### src/rtl/ledout_sequencer.sv
// Pattern sequencer stepping a table of LEDOUT words on a prescaled tick, one-shot or looping.
// Optional LEDSEQ_PAUSE_EN adds a pause input that freezes the running sequence.
module ledout_sequencer #(
  parameter int unsigned DEPTH   = 8,
  parameter int unsigned DWELL_W = 16,
  localparam int unsigned AW     = $clog2(DEPTH),
  localparam int unsigned NW     = AW + 1
) (
  input  logic               clk,
  input  logic               rst,
  input  logic               tick,
  input  logic               cfg_we,
  input  logic [AW-1:0]      cfg_addr,
  input  logic [7:0]         cfg_ledout,
  input  logic [DWELL_W-1:0] cfg_dwell,
  input  logic [NW-1:0]      num_steps,
  input  logic               loop_en,
  input  logic               start,
  input  logic               stop,
  input  logic [7:0]         idle_ledout,
`ifdef LEDSEQ_PAUSE_EN
  input  logic               pause,
`endif
  output logic [7:0]         ledout_reg,
  output logic               busy,
  output logic [AW-1:0]      step_idx,
  output logic               done
);

  typedef enum logic [0:0] {StIdle, StRun} state_e;

  state_e               state_q, state_d;
  logic [7:0]           led_tbl_q [DEPTH];
  logic [7:0]           led_tbl_d [DEPTH];
  logic [DWELL_W-1:0]   dwell_tbl_q [DEPTH];
  logic [DWELL_W-1:0]   dwell_tbl_d [DEPTH];
  logic [7:0]           ledout_q, ledout_d;
  logic                 busy_q, busy_d;
  logic [AW-1:0]        step_q, step_d;
  logic                 done_q, done_d;
  logic [DWELL_W-1:0]   cnt_q, cnt_d;
  logic [NW-1:0]        n_q, n_d;
  logic                 loop_q, loop_d;
  logic                 pause_w;
  logic                 last_step;
  logic [AW-1:0]        step_inc;

`ifdef LEDSEQ_PAUSE_EN
  assign pause_w = pause;
`else
  assign pause_w = 1'b0;
`endif

  assign step_inc  = step_q + AW'(1);
  // n_q is never zero while running, so n_q-1 always fits the index width.
  assign last_step = (step_q == AW'(n_q - NW'(1)));

  always_comb begin
    state_d     = state_q;
    led_tbl_d   = led_tbl_q;
    dwell_tbl_d = dwell_tbl_q;
    ledout_d    = ledout_q;
    busy_d      = busy_q;
    step_d      = step_q;
    done_d      = 1'b0;
    cnt_d       = cnt_q;
    n_d         = n_q;
    loop_d      = loop_q;

    if (cfg_we && !busy_q) begin
      led_tbl_d[cfg_addr]   = cfg_ledout;
      dwell_tbl_d[cfg_addr] = cfg_dwell;
    end

    unique case (state_q)
      StIdle: begin
        ledout_d = idle_ledout;
        busy_d   = 1'b0;
        step_d   = '0;
        if (start && !stop && (num_steps != '0)) begin
          state_d  = StRun;
          n_d      = (num_steps > NW'(DEPTH)) ? NW'(DEPTH) : num_steps;
          loop_d   = loop_en;
          ledout_d = led_tbl_q[0];
          cnt_d    = dwell_tbl_q[0];
          busy_d   = 1'b1;
        end
      end
      StRun: begin
        if (stop) begin
          state_d  = StIdle;
          ledout_d = idle_ledout;
          busy_d   = 1'b0;
          step_d   = '0;
          cnt_d    = '0;
        end else if (tick && !pause_w) begin
          if (cnt_q != '0) begin
            cnt_d = cnt_q - DWELL_W'(1);
          end else if (!last_step) begin
            step_d   = step_inc;
            ledout_d = led_tbl_q[step_inc];
            cnt_d    = dwell_tbl_q[step_inc];
          end else if (loop_q) begin
            step_d   = '0;
            ledout_d = led_tbl_q[0];
            cnt_d    = dwell_tbl_q[0];
          end else begin
            state_d  = StIdle;
            ledout_d = idle_ledout;
            busy_d   = 1'b0;
            step_d   = '0;
            done_d   = 1'b1;
          end
        end
      end
      default: state_d = StIdle;
    endcase
  end

  always_ff @(posedge clk) begin
    if (rst) begin
      state_q  <= StIdle;
      ledout_q <= 8'h00;
      busy_q   <= 1'b0;
      step_q   <= '0;
      done_q   <= 1'b0;
      cnt_q    <= '0;
      n_q      <= '0;
      loop_q   <= 1'b0;
      for (int i = 0; i < DEPTH; i++) begin
        led_tbl_q[i]   <= '0;
        dwell_tbl_q[i] <= '0;
      end
    end else begin
      state_q     <= state_d;
      ledout_q    <= ledout_d;
      busy_q      <= busy_d;
      step_q      <= step_d;
      done_q      <= done_d;
      cnt_q       <= cnt_d;
      n_q         <= n_d;
      loop_q      <= loop_d;
      led_tbl_q   <= led_tbl_d;
      dwell_tbl_q <= dwell_tbl_d;
    end
  end

  assign ledout_reg = ledout_q;
  assign busy       = busy_q;
  assign step_idx   = step_q;
  assign done       = done_q;

endmodule

### config.mk
export PLATFORM = sky130hd
export DESIGN_NAME = ledout_sequencer
export DESIGN_NICKNAME = d
export VERILOG_FILES = /design/src/rtl/ledout_sequencer.sv
export SDC_FILE = /design/constraint.sdc
export NUM_CORES = 1
export LEC_CHECK = 0
export ABC_AREA = 1
export BUFFER_PORTS_ARGS = -buffer_cell sky130_fd_sc_hd__buf_2
export CAP_MARGIN = 20
export CORE_MARGIN = 4
export CORE_UTILIZATION = 60
export CTS_CLUSTER_DIAMETER = 60
export CTS_CLUSTER_SIZE = 30
export DETAILED_ROUTE_END_ITERATION = 8
export GPL_ROUTABILITY_DRIVEN = 1
export PLACE_DENSITY = 0.78
export SYNTH_ARGS = -nofsm -noshare
export SYNTH_HDL_FRONTEND = slang
export SYNTH_SLANG_ARGS = --single-unit
### constraint.sdc
create_clock -name clk -period 2.2 [get_ports clk]
set_input_delay 0.11 -clock clk [delete_from_list [all_inputs] [get_ports clk]]
set_output_delay 0.11 -clock clk [all_outputs]
set_load 0.01 [all_outputs]
==> impl_results.md, run 1 <==
- Total CTS buffers: 18
- Sw Ratio: 30.1%
- Inst Count DP: 1,944
- Asr flop ratio synth: 0%
- Pre-Repair DR Iteration Count: 5
- Post-synth EDFFs: 0
- Worst setup SP type: register
- Max H-tree Level: 1
- Row count: 49
- Syn Inst Count: 1,763
- M1 WL: 14.9 mm
- F_max: 484 MHz
- DR vias/cell: 5.62
- Internal: 6.48 mW
- RSZ-0062 raised after global routing: true
- Iter 0 DRT Violations: 1,289
- Gate power share: 14.4%
- Hold Violations, Final: 0
- # IOs: 59
- Post-Place Worst Slack: 0.160 ns
- Register bit total from synthesis: 226
- Number of flip-flops in the largest register: 128
- Die Span Y: 144 um
- VDD IR-drop max: 580 uV
- Pwr dens: 738 nW/um2
- Synth warnings: 0
- Clock Skew: 0.0229 ns
- Drt wl/cell: 15.8 um
- Psw: 2.78 mW
- Die Span X: 144 um
- Largest net degree at the start of global routing: 109
- Share of total power in the clock network: 38.5%
- Largest regs: dwell_tbl_q (128), led_tbl_q (64), cnt_q (16)
- Rel. slew slack: 30.8%
- Vias: 11,400
- Most common cell in the synthesized netlist: nor2_1
- CTS root buf: clkbuf_16
- Top_reg_cell synth: dfxtp_1
- Mapped cell area: 11,100 um2
- Setup TNS: 0 ns
- Finished Cell Area: 12,500 um2
- Crit Path Max Fanout: 38
- Status: completed
- Final Cycle Share: 93.9%
- Area grow syn2layout: 12.7%
- Tmin final: 2.07 ns
- Fillcell total: 1,561
- Arrival @ worst endpoint: 2.50 ns
- Top layer reached by signal wires: met4
- Yosys cell types: 31
- Largest cells by area after synthesis: dfxtp_1 (41%), nor2_1 (17%), o21ai_0 (11%), nand2_1 (10%), nand3_1 (6.2%)
- Initial antenna violation count: 0
- Clock Latency Late Sink: 0.50 ns
- Hold WC Path Type: in2reg
- Area post-placement: 11,500 um2
- DRC Markers: 0
- Biggest register: dwell_tbl_q
- Post-synth top area cell: dfxtp_1
- Sequential Power Share: 47.2%
- Gpl congestion: 0.914
- Leakage power: 5.61 nW
- Clk slew on worst S/H paths: 0.08 ns
- Sink Count: 226
- Syn nets: 1,813
- WS Path Type: reg2reg
- CP Capture Type: register
- Avg Inst Size Synth: 6.32 um2
- CTS Buffer Depth: 3
- Detail Route Antenna Nets: 0
- Final #Nets: 1,827
- Routed WL: 32.0 mm
- Hold WS: 0.0371 ns
- Post-synth top area share: 40.6%
- Post-synth top cells: nor2_1 (504), nand2_1 (303), o21ai_0 (254), dfxtp_1 (226), nand3_1 (138)
- Core area: 18,100 um2
- Gr ovfl total: 0
- Initial Util: 61.6%
- Total track usage: 30.2%
- Max Cap Violations: 0
- Antenna Cells: 0
- Sequential fraction of the synthesis area: 40.6%
- Fin worst setup slack: 0.134 ns
- Actual slew at the worst max-slew pin: 1.04 ns
- Setup violators final: 0
- First-pass GRT wire length: 51.7 mm
- Slew Limit Fails: 0
- I/O Buffers: 58
- Die area: 20,800 um2
- Number of global-route vias before repair: 9,930
- WP data required: 2.63 ns
- CTS tree: built
- DP HPWL: 19.8 mm
- Wire length on met3: 3.25 mm
- Metal2 WL: 13.5 mm
- Finished Layout Cells: 2,018
- Layout cells sized above 1: 8.22%
==> cells in the final DEF (no fill, tap or decap), types with 7 or more instances in the layout <==
cell type,netlist,routed
o21ai_0,254,254
clkbuf_16,0,19
nand3_1,138,138
inv_1,82,82
buf_12,0,8
a21oi_1,71,71
inv_2,7,7
dlygate4sd3_1,0,41
buf_2,27,58
nor2_1,504,503
nor2_2,7,8
dfxtp_1,226,225
nand2_1,303,303
buf_4,0,18
==> worst max-delay path, stage by stage, from the launching register on <==
cell	delay [ns]
dfxtp_1	0.34
inv_1	0.08
ha_1	0.32
inv_1	0.06
nand2_1	0.05
nand2_1	0.08
nor2_2	0.06
nand2_2	0.16
buf_12	0.23
nand2_1	0.07
nor2_1	0.22
nor2_1	0.09
nor2_1	0.09
nor2_1	0.04
nor2_1	0.07
==> cell families (layout without fill, tap and decap cells) <==
logic type | Yosys count | count (layout) | synth area share, %
AO/OA/AOI/OAI | 333 | 333 | 15.3
XOR/XNOR | 6 | 6 | 0.472
flip-flops | 226 | 226 | 40.6
buffers and inverters | 222 | 248 | 8.07
adder cells (fa/ha/maj) | 4 | 4 | 0.449
AND/OR/NAND/NOR | 972 | 972 | 35.1
==> power groups by stage <==
stage               Clock (mW)  Combinational [mW]  Sequential (mW)
global route              3.77                1.48             4.39
finish                    3.56                1.33             4.37
CTS                       3.59                1.30             4.36
global placement             0                1.21             4.45
floorplan                    0               0.917             4.44
detailed placement           0                1.23             4.46
==> path summary, 6_finish.rpt <==
| check | from | to | slack [ns] | cells past startpoint |
|---|---|---|---|---|
| hold reg to reg | dwell_tbl_q[78]$_SDFFE_PP0P_ | dwell_tbl_q[78]$_SDFFE_PP0P_ | 0.46 | 2 |
| hold / removal | num_steps[3] | n_q[0]$_SDFFE_PP0P_ | 0.04 | 4 |
| setup / recovery | n_q[0]$_SDFFE_PP0P_ | cnt_q[8]$_SDFFE_PP0P_ | 0.13 | 14 |
| setup reg to reg | n_q[0]$_SDFFE_PP0P_ | cnt_q[8]$_SDFFE_PP0P_ | 0.13 | 14 |
==> per-stage QoR <==
| step | power [mW] | util, % |
|---|---|---|
| finish | 9.26 | 69.4 |
| global placement | 5.66 | 63.4 |
| floorplan | 5.36 | - |
| global route | 9.64 | 69.4 |
| CTS | 9.25 | 69.3 |
| detailed placement | 5.69 | 63.4 |
==> what timing repair did <==
action | 4_1_cts | 5_1_grt
setup buffers | 0 | 1
hold endpoints to repair | 174 | 0
setup endpoints to repair | 0 | 17
hold buffers | 41 | 0
resized for setup | 0 | 3
==> layout make-up <==
cell class	instances	area, um2	area share [%]
timing repair buffer	125	996	7.94
clock inverter	12	164	1.31
clock buffer	20	489	3.90
multi-input combinational	1315	5740	45.8
sequential	226	4530	36.1
inverter	91	344	2.74
tap	229	287	2.28
==> routing by layer <==
layer,vias to the layer above,global-route usage (%)
met5,-,0
met4,0,5.60
met3,21,4.20
met2,527,44.2
met1,5172,47.6
li1,5631,-
Power figures use the tool's default switching activity.
==> run 2, diff against run 1 <==
--- a/config.mk
+++ b/config.mk
@@ -5,7 +5,6 @@
 export SDC_FILE = /design/constraint.sdc
 export NUM_CORES = 1
 export LEC_CHECK = 0
-export ABC_AREA = 1
 export BUFFER_PORTS_ARGS = -buffer_cell sky130_fd_sc_hd__buf_2
 export CAP_MARGIN = 20
 export CORE_MARGIN = 4
@@ -14,7 +13,8 @@
 export CTS_CLUSTER_SIZE = 30
 export DETAILED_ROUTE_END_ITERATION = 8
 export GPL_ROUTABILITY_DRIVEN = 1
-export PLACE_DENSITY = 0.78
+export GPL_TIMING_DRIVEN = 0
+export PLACE_DENSITY = 0.79
 export SYNTH_ARGS = -nofsm -noshare
 export SYNTH_HDL_FRONTEND = slang
 export SYNTH_SLANG_ARGS = --single-unit
==> impl_results.md, run 2 <==
- Status: complete, but fails checks
- Failing checks: negative setup slack
- Total track usage: 32.9% (+2.8 points)
- Largest cells by area after synthesis: dfxtp_1 (43%), nand2_1 (15%), a21oi_1 (9.7%), mux4_2 (7.6%), mux2i_1 (2.9%)
- Multi-input logic area: 5800 um2 (+1.1%)
- Detail Route Antenna Nets: 0 (unchanged)
- Clock Latency Late Sink: 0.52 ns (+0.02 ns)
- Fin worst setup slack: -0.168 ns (-0.301 ns)
- Die area: 19,900 um2 (-4.2%)
- Post-synth EDFFs: 0 (unchanged)
- Area post-placement: 11,100 um2 (-3.1%)
- Routed WL: 34.8 mm (+8.7%)
- Hold WS: 0.0289 ns (-0.00820 ns)
- Finished Cell Area: 12,800 um2 (+2.1%)
- WS Path Type: reg2reg
- Most common cell in the synthesized netlist: nand2_1
- Mapped cell area: 10,600 um2 (-4.5%)
- Syn nets: 1,322 (-27%)
- CTS root buf: clkbuf_16
- Sequential fraction of the synthesis area: 42.5% (+1.9 points)
- Iter 0 DRT Violations: 1,037 (-20%)
- Hold WC Path Type: in2reg
- Clk slew on worst S/H paths: 0.08 ns (about the same)
- Fillcell total: 1,244 (-20%)
- Arrival @ worst endpoint: 2.71 ns (+0.21 ns)
- Slew Limit Fails: 0 (unchanged)
- Row count: 48 (-2.0%)
- Largest net degree at the start of global routing: 24 (-78%)
- Leakage power: 4.33 nW (-23%)
- Depth of the worst register-to-register path: 9 (-5)
- Biggest register: dwell_tbl_q
- Actual slew at the worst max-slew pin: 0.812 ns (-0.224 ns)
- DP HPWL: 22.9 mm (+15%)
- Pwr dens: 708 nW/um2 (-4.0%)
- Hold Violations, Final: 0 (unchanged)
- RSZ-0062 raised after global routing: true
- First-pass GRT wire length: 51.9 mm (+0.29%)
- Commonest non-fill, non-tap cell in the layout: nand2_1
- Top_reg_cell synth: dfxtp_1
- I/O Buffers: 33 (-43%)
- M1 WL: 13.6 mm (-9.2%)
- Yosys cell types: 65 (+110%)
- Clock Skew: 0.0412 ns (+0.0183 ns)
- Total power: 9.07 mW (-2.0%)
- Pre-Repair DR Iteration Count: 5 (unchanged)
- Gr ovfl total: 0 (unchanged)
- Initial Util: 61.3% (-0.28 points)
- Tmin final: 2.37 ns (+0.301 ns)
- CP Capture Type: register
- Seq. cell area: 4540 um2 (+0.22%)
- CTS tree: built
- Setup violators final: 18 (+18)
- Post-synth top cells: nand2_1 (422), dfxtp_1 (226), a21oi_1 (206), clkbuf_1 (75), nor2_1 (47)
- Final Util: 73.8% (+4.4 points)
- Rel. slew slack: 45.9% (+15 points)
- Avg Inst Size Synth: 8.36 um2 (+32%)
- R2R setup slack: -0.17 ns (-0.30 ns)
- Largest regs: dwell_tbl_q (128), led_tbl_q (64), cnt_q (16)
- F_max: 422 MHz (-13%)
- Final #Nets: 1,443 (-21%)
- Sink Count: 226 (unchanged)
- VDD IR-drop max: 748 uV (+29%)
- WP data required: 2.54 ns (-0.09 ns)
- Area grow syn2layout: 20.4%
- Number of global-route vias before repair: 9,541 (-3.9%)
- DRC Markers: 0 (unchanged)
- Synth warnings: 0 (unchanged)
- Max Cap Violations: 0 (unchanged)
- Asr flop ratio synth: 0% (unchanged)
- Top layer reached by signal wires: met4
- Final Cycle Share: 108% (+14 points)
- Crit path capture: cnt_q[2]$_SDFFE_PP0P_
- Register bit total from synthesis: 226 (unchanged)
- Wire length on met3: 3.98 mm (+23%)
- Core area: 17,400 um2 (-4.0%)
- Gpl congestion: 0.940 (+2.9%)
- CTS Buffer Depth: 3 (unchanged)
- Worst setup SP type: register
- Number of flip-flops in the largest register: 128 (unchanged)
- Setup TNS: -1.05 ns (-1.05 ns)
- Worst reg2reg endpoint: cnt_q[2]$_SDFFE_PP0P_
- # IOs: 59 (unchanged)
- Post-synth top area share: 42.5% (+1.9 points)
- Post-synth top area cell: dfxtp_1
- Metal2 WL: 16.0 mm (+18%)
- Total CTS buffers: 18 (unchanged)
- Commonest non-fill, non-tap cells in the layout: nand2_1 (421), dfxtp_1 (219), a21oi_1 (203)
- Initial antenna violation count: 0 (unchanged)
- Die Span X: 141 um (-2.1%)
- Max H-tree Level: 1 (unchanged)
- Syn Inst Count: 1,272 (-28%)
- Crit path from: step_idx[1]$_SDFFE_PP0P_
- Drt wl/cell: 21.3 um (+35%)
- Die Span Y: 141 um (-2.1%)
- Vias: 10,200 (-10%)
- RR Startpoint: step_idx[1]$_SDFFE_PP0P_
- DR vias/cell: 6.26 (+11%)
- Crit Path Max Fanout: 7 (-82%)
- Layout cells sized above 1: 20.2% (+12 points)
[run 2: cell types whose count changed after synthesis, moves of 15 or more]
| cell | delta |
|---|---|
| a21oi_1 | +135 |
| buf_1 | -24 |
| buf_2 | -15 |
| clkbuf_2 | +23 |
| inv_1 | -75 |
| mux2i_1 | +31 |
| mux4_2 | +36 |
| nand2_1 | +119 |
| nand3_1 | -121 |
| nor2_1 | -457 |
| o21ai_0 | -251 |
[run 2: cell type report]
type,count,share of cell area (%)
multi-input cells,917,45.3
plain buffers,118,5.23
inverters,7,0.205
clock buffers,22,3.96
flip-flops and latches,226,35.4
diodes,1,0.0195
repair buffers,105,6.73
well taps,225,2.20
clock inverters,9,0.928
[run 2: how the worst min path moves through the flow]
stage | startpoint | endpoint | slack (ns) | cells after the start
2_1_floorplan | loop_en | loop_q$_SDFFE_PP0P_ | 0.25 | 2
3_3_place_gp | idle_ledout[6] | ledout_reg[6]$_SDFFE_PP0P_ | 0.37 | 3
3_5_place_dp | idle_ledout[6] | ledout_reg[6]$_SDFFE_PP0P_ | 0.36 | 3
4_1_cts | num_steps[3] | n_q[0]$_SDFFE_PP0P_ | 0.02 | 4
5_1_grt | idle_ledout[0] | ledout_reg[0]$_SDFFE_PP0P_ | 0.05 | 3
6_report | idle_ledout[0] | ledout_reg[0]$_SDFFE_PP0P_ | 0.03 | 3
[run 2: kinds of logic after synthesis]
logic type / after synthesis / share of synthesized area, %
AO/OA/AOI/OAI: 285 / 16.2
XOR/XNOR: 11 / 1.21
adder cells (fa/ha/maj): 4 / 0.470
buffers and inverters: 129 / 5.60
flip-flops: 226 / 42.5
multiplexers: 78 / 13.0
AND/OR/NAND/NOR: 539 / 21.0
[run 2: per-stage QoR]
step / instances / setup slack (ns)
final: 1630 / -0.168
after CTS: 1607 / -0.112
after global routing: 1629 / -0.216
after global placement: 1530 / -0.538
after floorplan: 1272 / 0.0368
after detailed placement: 1530 / -0.577
[run 2: where the power goes]
| part | switching [mW] | internal [mW] |
|---|---|---|
| combinational | 0.767 | 0.491 |
| clock | 1.67 | 1.83 |
| sequential | 0.112 | 4.21 |
| total | 2.55 | 6.53 |
[run 2: layer usage]
layer | vias to the layer above | global-route usage (%)
met1 | 4814 | 46.6
li1 | 4600 | -
met5 | - | 0
met3 | 114 | 5.43
met2 | 681 | 51.5
met4 | 0 | 11.4
[run 2: timing repair]
action / 4_1_cts / 5_1_grt
hold buffers: 37 / 0
setup buffers: 11 / 24
cloned: 0 / 0
hold endpoints to repair: 198 / 0
setup endpoints to repair: 47 / 112
pin swaps: 7 / 28
gates resized for setup: 54 / 91
[run 2: critical path, stage by stage, from the launching register on]
cell and delay (ns):
dfxtp_4 0.36, ha_4 0.16, xor2_4 0.17, buf_12 0.14
buf_12 0.12, mux4_2 0.51, mux2i_2 0.23, mux2i_1 0.13
a221oi_2 0.31, nor3_1 0.07
==> run 3, diff against run 2 <==
--- a/config.mk
+++ b/config.mk
@@ -15,6 +15,7 @@
 export GPL_ROUTABILITY_DRIVEN = 1
 export GPL_TIMING_DRIVEN = 0
 export PLACE_DENSITY = 0.79
+export SETUP_SLACK_MARGIN = 0.2
 export SYNTH_ARGS = -nofsm -noshare
 export SYNTH_HDL_FRONTEND = slang
 export SYNTH_SLANG_ARGS = --single-unit
==> impl_results.md, run 3 (same netlist as run 2, synthesis figures left out) <==
- Status: complete, but fails checks
- Failing checks: negative setup slack
- Worst reg2reg endpoint: cnt_q[2]$_SDFFE_PP0P_
- Crit path from: step_idx[1]$_SDFFE_PP0P_
- Commonest non-fill, non-tap cells in the layout: nand2_1 (419), dfxtp_1 (220), a21oi_1 (201)
- # IOs: 59 (unchanged)
- Hold Violations, Final: 0 (unchanged)
- DRC Markers: 0 (unchanged)
- Setup violators final: 13 (-5)
- Largest regs: dwell_tbl_q (128), led_tbl_q (64), cnt_q (16)
- Pre-Repair DR Iteration Count: 6 (+1)
- Number of flip-flops in the largest register: 128 (unchanged)
- Crit Path Max Fanout: 7 (unchanged)
- Clock Latency Late Sink: 0.53 ns (about the same)
- RR Startpoint: step_idx[1]$_SDFFE_PP0P_
- Iter 0 DRT Violations: 1,270 (+22%)
- Actual slew at the worst max-slew pin: 0.850 ns (+0.0375 ns)
- R2R setup slack: -0.15 ns (about the same)
- I/O Buffers: 33 (unchanged)
- Sink Count: 226 (unchanged)
- CTS tree: built
- Max Cap Violations: 0 (unchanged)
- Max H-tree Level: 1 (unchanged)
- Initial antenna violation count: 0 (unchanged)
- Die Span Y: 141 um (unchanged)
- VDD IR-drop max: 733 uV (-2.1%)
- Clk slew on worst S/H paths: 0.10 ns (+0.02 ns)
- Largest net degree at the start of global routing: 27 (+13%)
- Clock Skew: 0.0459 ns (+0.00467 ns)
- Drt wl/cell: 21.7 um (+1.7%)
- Crit path capture: cnt_q[2]$_SDFFE_PP0P_
- Total track usage: 34.1% (+1.2 points)
- Area grow syn2layout: 24.2%
- Layout cells sized above 1: 22.5% (+2.3 points)
- Antenna Cells: 0 (-1)
- Post-Place Worst Slack: -0.408 ns (+0.170 ns)
- Final #Nets: 1,452 (+0.62%)
- Die Span X: 141 um (unchanged)
- Core area: 17,400 um2 (unchanged)
- Gpl congestion: 0.939 (-0.11%)
- Final Cycle Share: 107% (-0.66 points)
- Hold WS: 0.108 ns (+0.0795 ns)
- F_max: 425 MHz (+0.62%)
- Final Util: 76.1% (+2.3 points)
- Biggest register: dwell_tbl_q
- Number of global-route vias before repair: 9,926 (+4.0%)
- Tmin final: 2.35 ns (-0.0146 ns)
- Row count: 48 (unchanged)
- CTS Buffer Depth: 3 (unchanged)
- WP data required: 2.54 ns (about the same)
- Initial Util: 61.3% (unchanged)
- Vias: 10,400 (+1.7%)
- RSZ-0062 raised after global routing: true
- Leakage power: 4.49 nW (+3.8%)
- Total power: 8.98 mW (-1.0%)
- Slew Limit Fails: 0 (unchanged)
- WS Path Type: reg2reg
- Rel. slew slack: 43.4% (-2.5 points)
- Hold WC Path Type: in2reg
- Fillcell total: 1,171 (-5.9%)
- Die area: 19,900 um2 (unchanged)
- Fin worst setup slack: -0.153 ns (+0.0146 ns)
- CTS root buf: clkbuf_16
- Routed WL: 35.5 mm (+2.1%)
- Pwr dens: 680 nW/um2 (-4.1%)
- Commonest non-fill, non-tap cell in the layout: nand2_1
- Arrival @ worst endpoint: 2.69 ns (-0.02 ns)
- Finished Layout Cells: 1,636 (+0.37%)
- First-pass GRT wire length: 53.7 mm (+3.6%)
- CP Capture Type: register
- Gr ovfl total: 0 (unchanged)
- Worst setup SP type: register
- DP HPWL: 23.1 mm (+0.97%)
- Total CTS buffers: 17 (-1)
- Depth of the worst register-to-register path: 9 (unchanged)
- Detail Route Antenna Nets: 0 (unchanged)
- Inst Count DP: 1,530 (unchanged)
- DR vias/cell: 6.35 (+1.4%)
-- run 3: changes by cell type in the layout (fill, tap and decap cells not counted), sizes merged, moves of 2 or more --
cell,before,now
inv,11,14
bufbuf,0,2
clkbuf,119,113
buf,89,96
dlygate4sd3,37,40
-- run 3: final cells by class --
type	count	area, um2	area share [%]
Sequential cell	226	4540	34.4
Timing Repair Buffer	112	1100	8.32
Buffer	121	803	6.08
Inverter	7	31.3	0.237
Clock inverter	10	134	1.01
Tap cell	225	282	2.13
Clock buffer	18	450	3.41
Multi-Input combinational cell	917	5870	44.4
-- run 3: how the worst min path moves through the flow --
| stage | startpoint | to | slack (ns) | cells past startpoint |
|---|---|---|---|---|
| after floorplan | loop_en | loop_q$_SDFFE_PP0P_ | 0.25 | 2 |
| after global placement | idle_ledout[6] | ledout_reg[6]$_SDFFE_PP0P_ | 0.37 | 3 |
| after detailed placement | loop_en | loop_q$_SDFFE_PP0P_ | 0.37 | 3 |
| after CTS | cfg_addr[0] | dwell_tbl_q[60]$_SDFFE_PP0P_ | 0.05 | 4 |
| after global routing | cfg_addr[0] | led_tbl_q[8]$_SDFFE_PP0P_ | 0.12 | 4 |
| final | cfg_addr[0] | led_tbl_q[9]$_SDFFE_PP0P_ | 0.11 | 4 |
-- run 3: report_power, final --
part	total [mW]	leakage [nW]	switching (mW)	internal (mW)
Sequential	4.32	1.84	0.109	4.21
Clock	3.35	0.288	1.73	1.62
Combinational	1.32	2.37	0.793	0.523
Total	8.98	4.49	2.64	6.34
-- run 3: layer usage --
layer | track usage [%] | share of wire [%]
met5 | 0 | 0
met2 | 55.0 | 45
met3 | 6.89 | 12
met1 | 45.5 | 38
met4 | 13.1 | 4.7
-- run 3: critical path, cell delays in order, from the launching register on --
cell and delay [ns]:
dfxtp_4 0.37, ha_4 0.16, xor2_4 0.17, buf_12 0.14
buf_12 0.13, mux4_2 0.53, mux2i_4 0.20, mux2i_1 0.13
a221oi_2 0.28, nor3_1 0.07
-- run 3: per-stage QoR --
stage / instance area (um2) / setup TNS, ns
2_1_floorplan: 10700 / 0
4_1_cts: 12800 / -0.400
3_5_place_dp: 11100 / -5.15
5_1_grt: 13200 / -1.97
6_report: 13200 / -0.854
3_3_place_gp: 11100 / -4.66
-- run 3: what timing repair did --
| item | 4_1_cts | 5_1_grt |
|---|---|---|
| cloned | 5 | 2 |
| setup endpoints to repair | 156 | 147 |
| setup buffers | 18 | 14 |
| hold buffers | 40 | 0 |
| pin swaps | 36 | 25 |
| hold endpoints to repair | 204 | 0 |
| resized for setup | 109 | 91 |
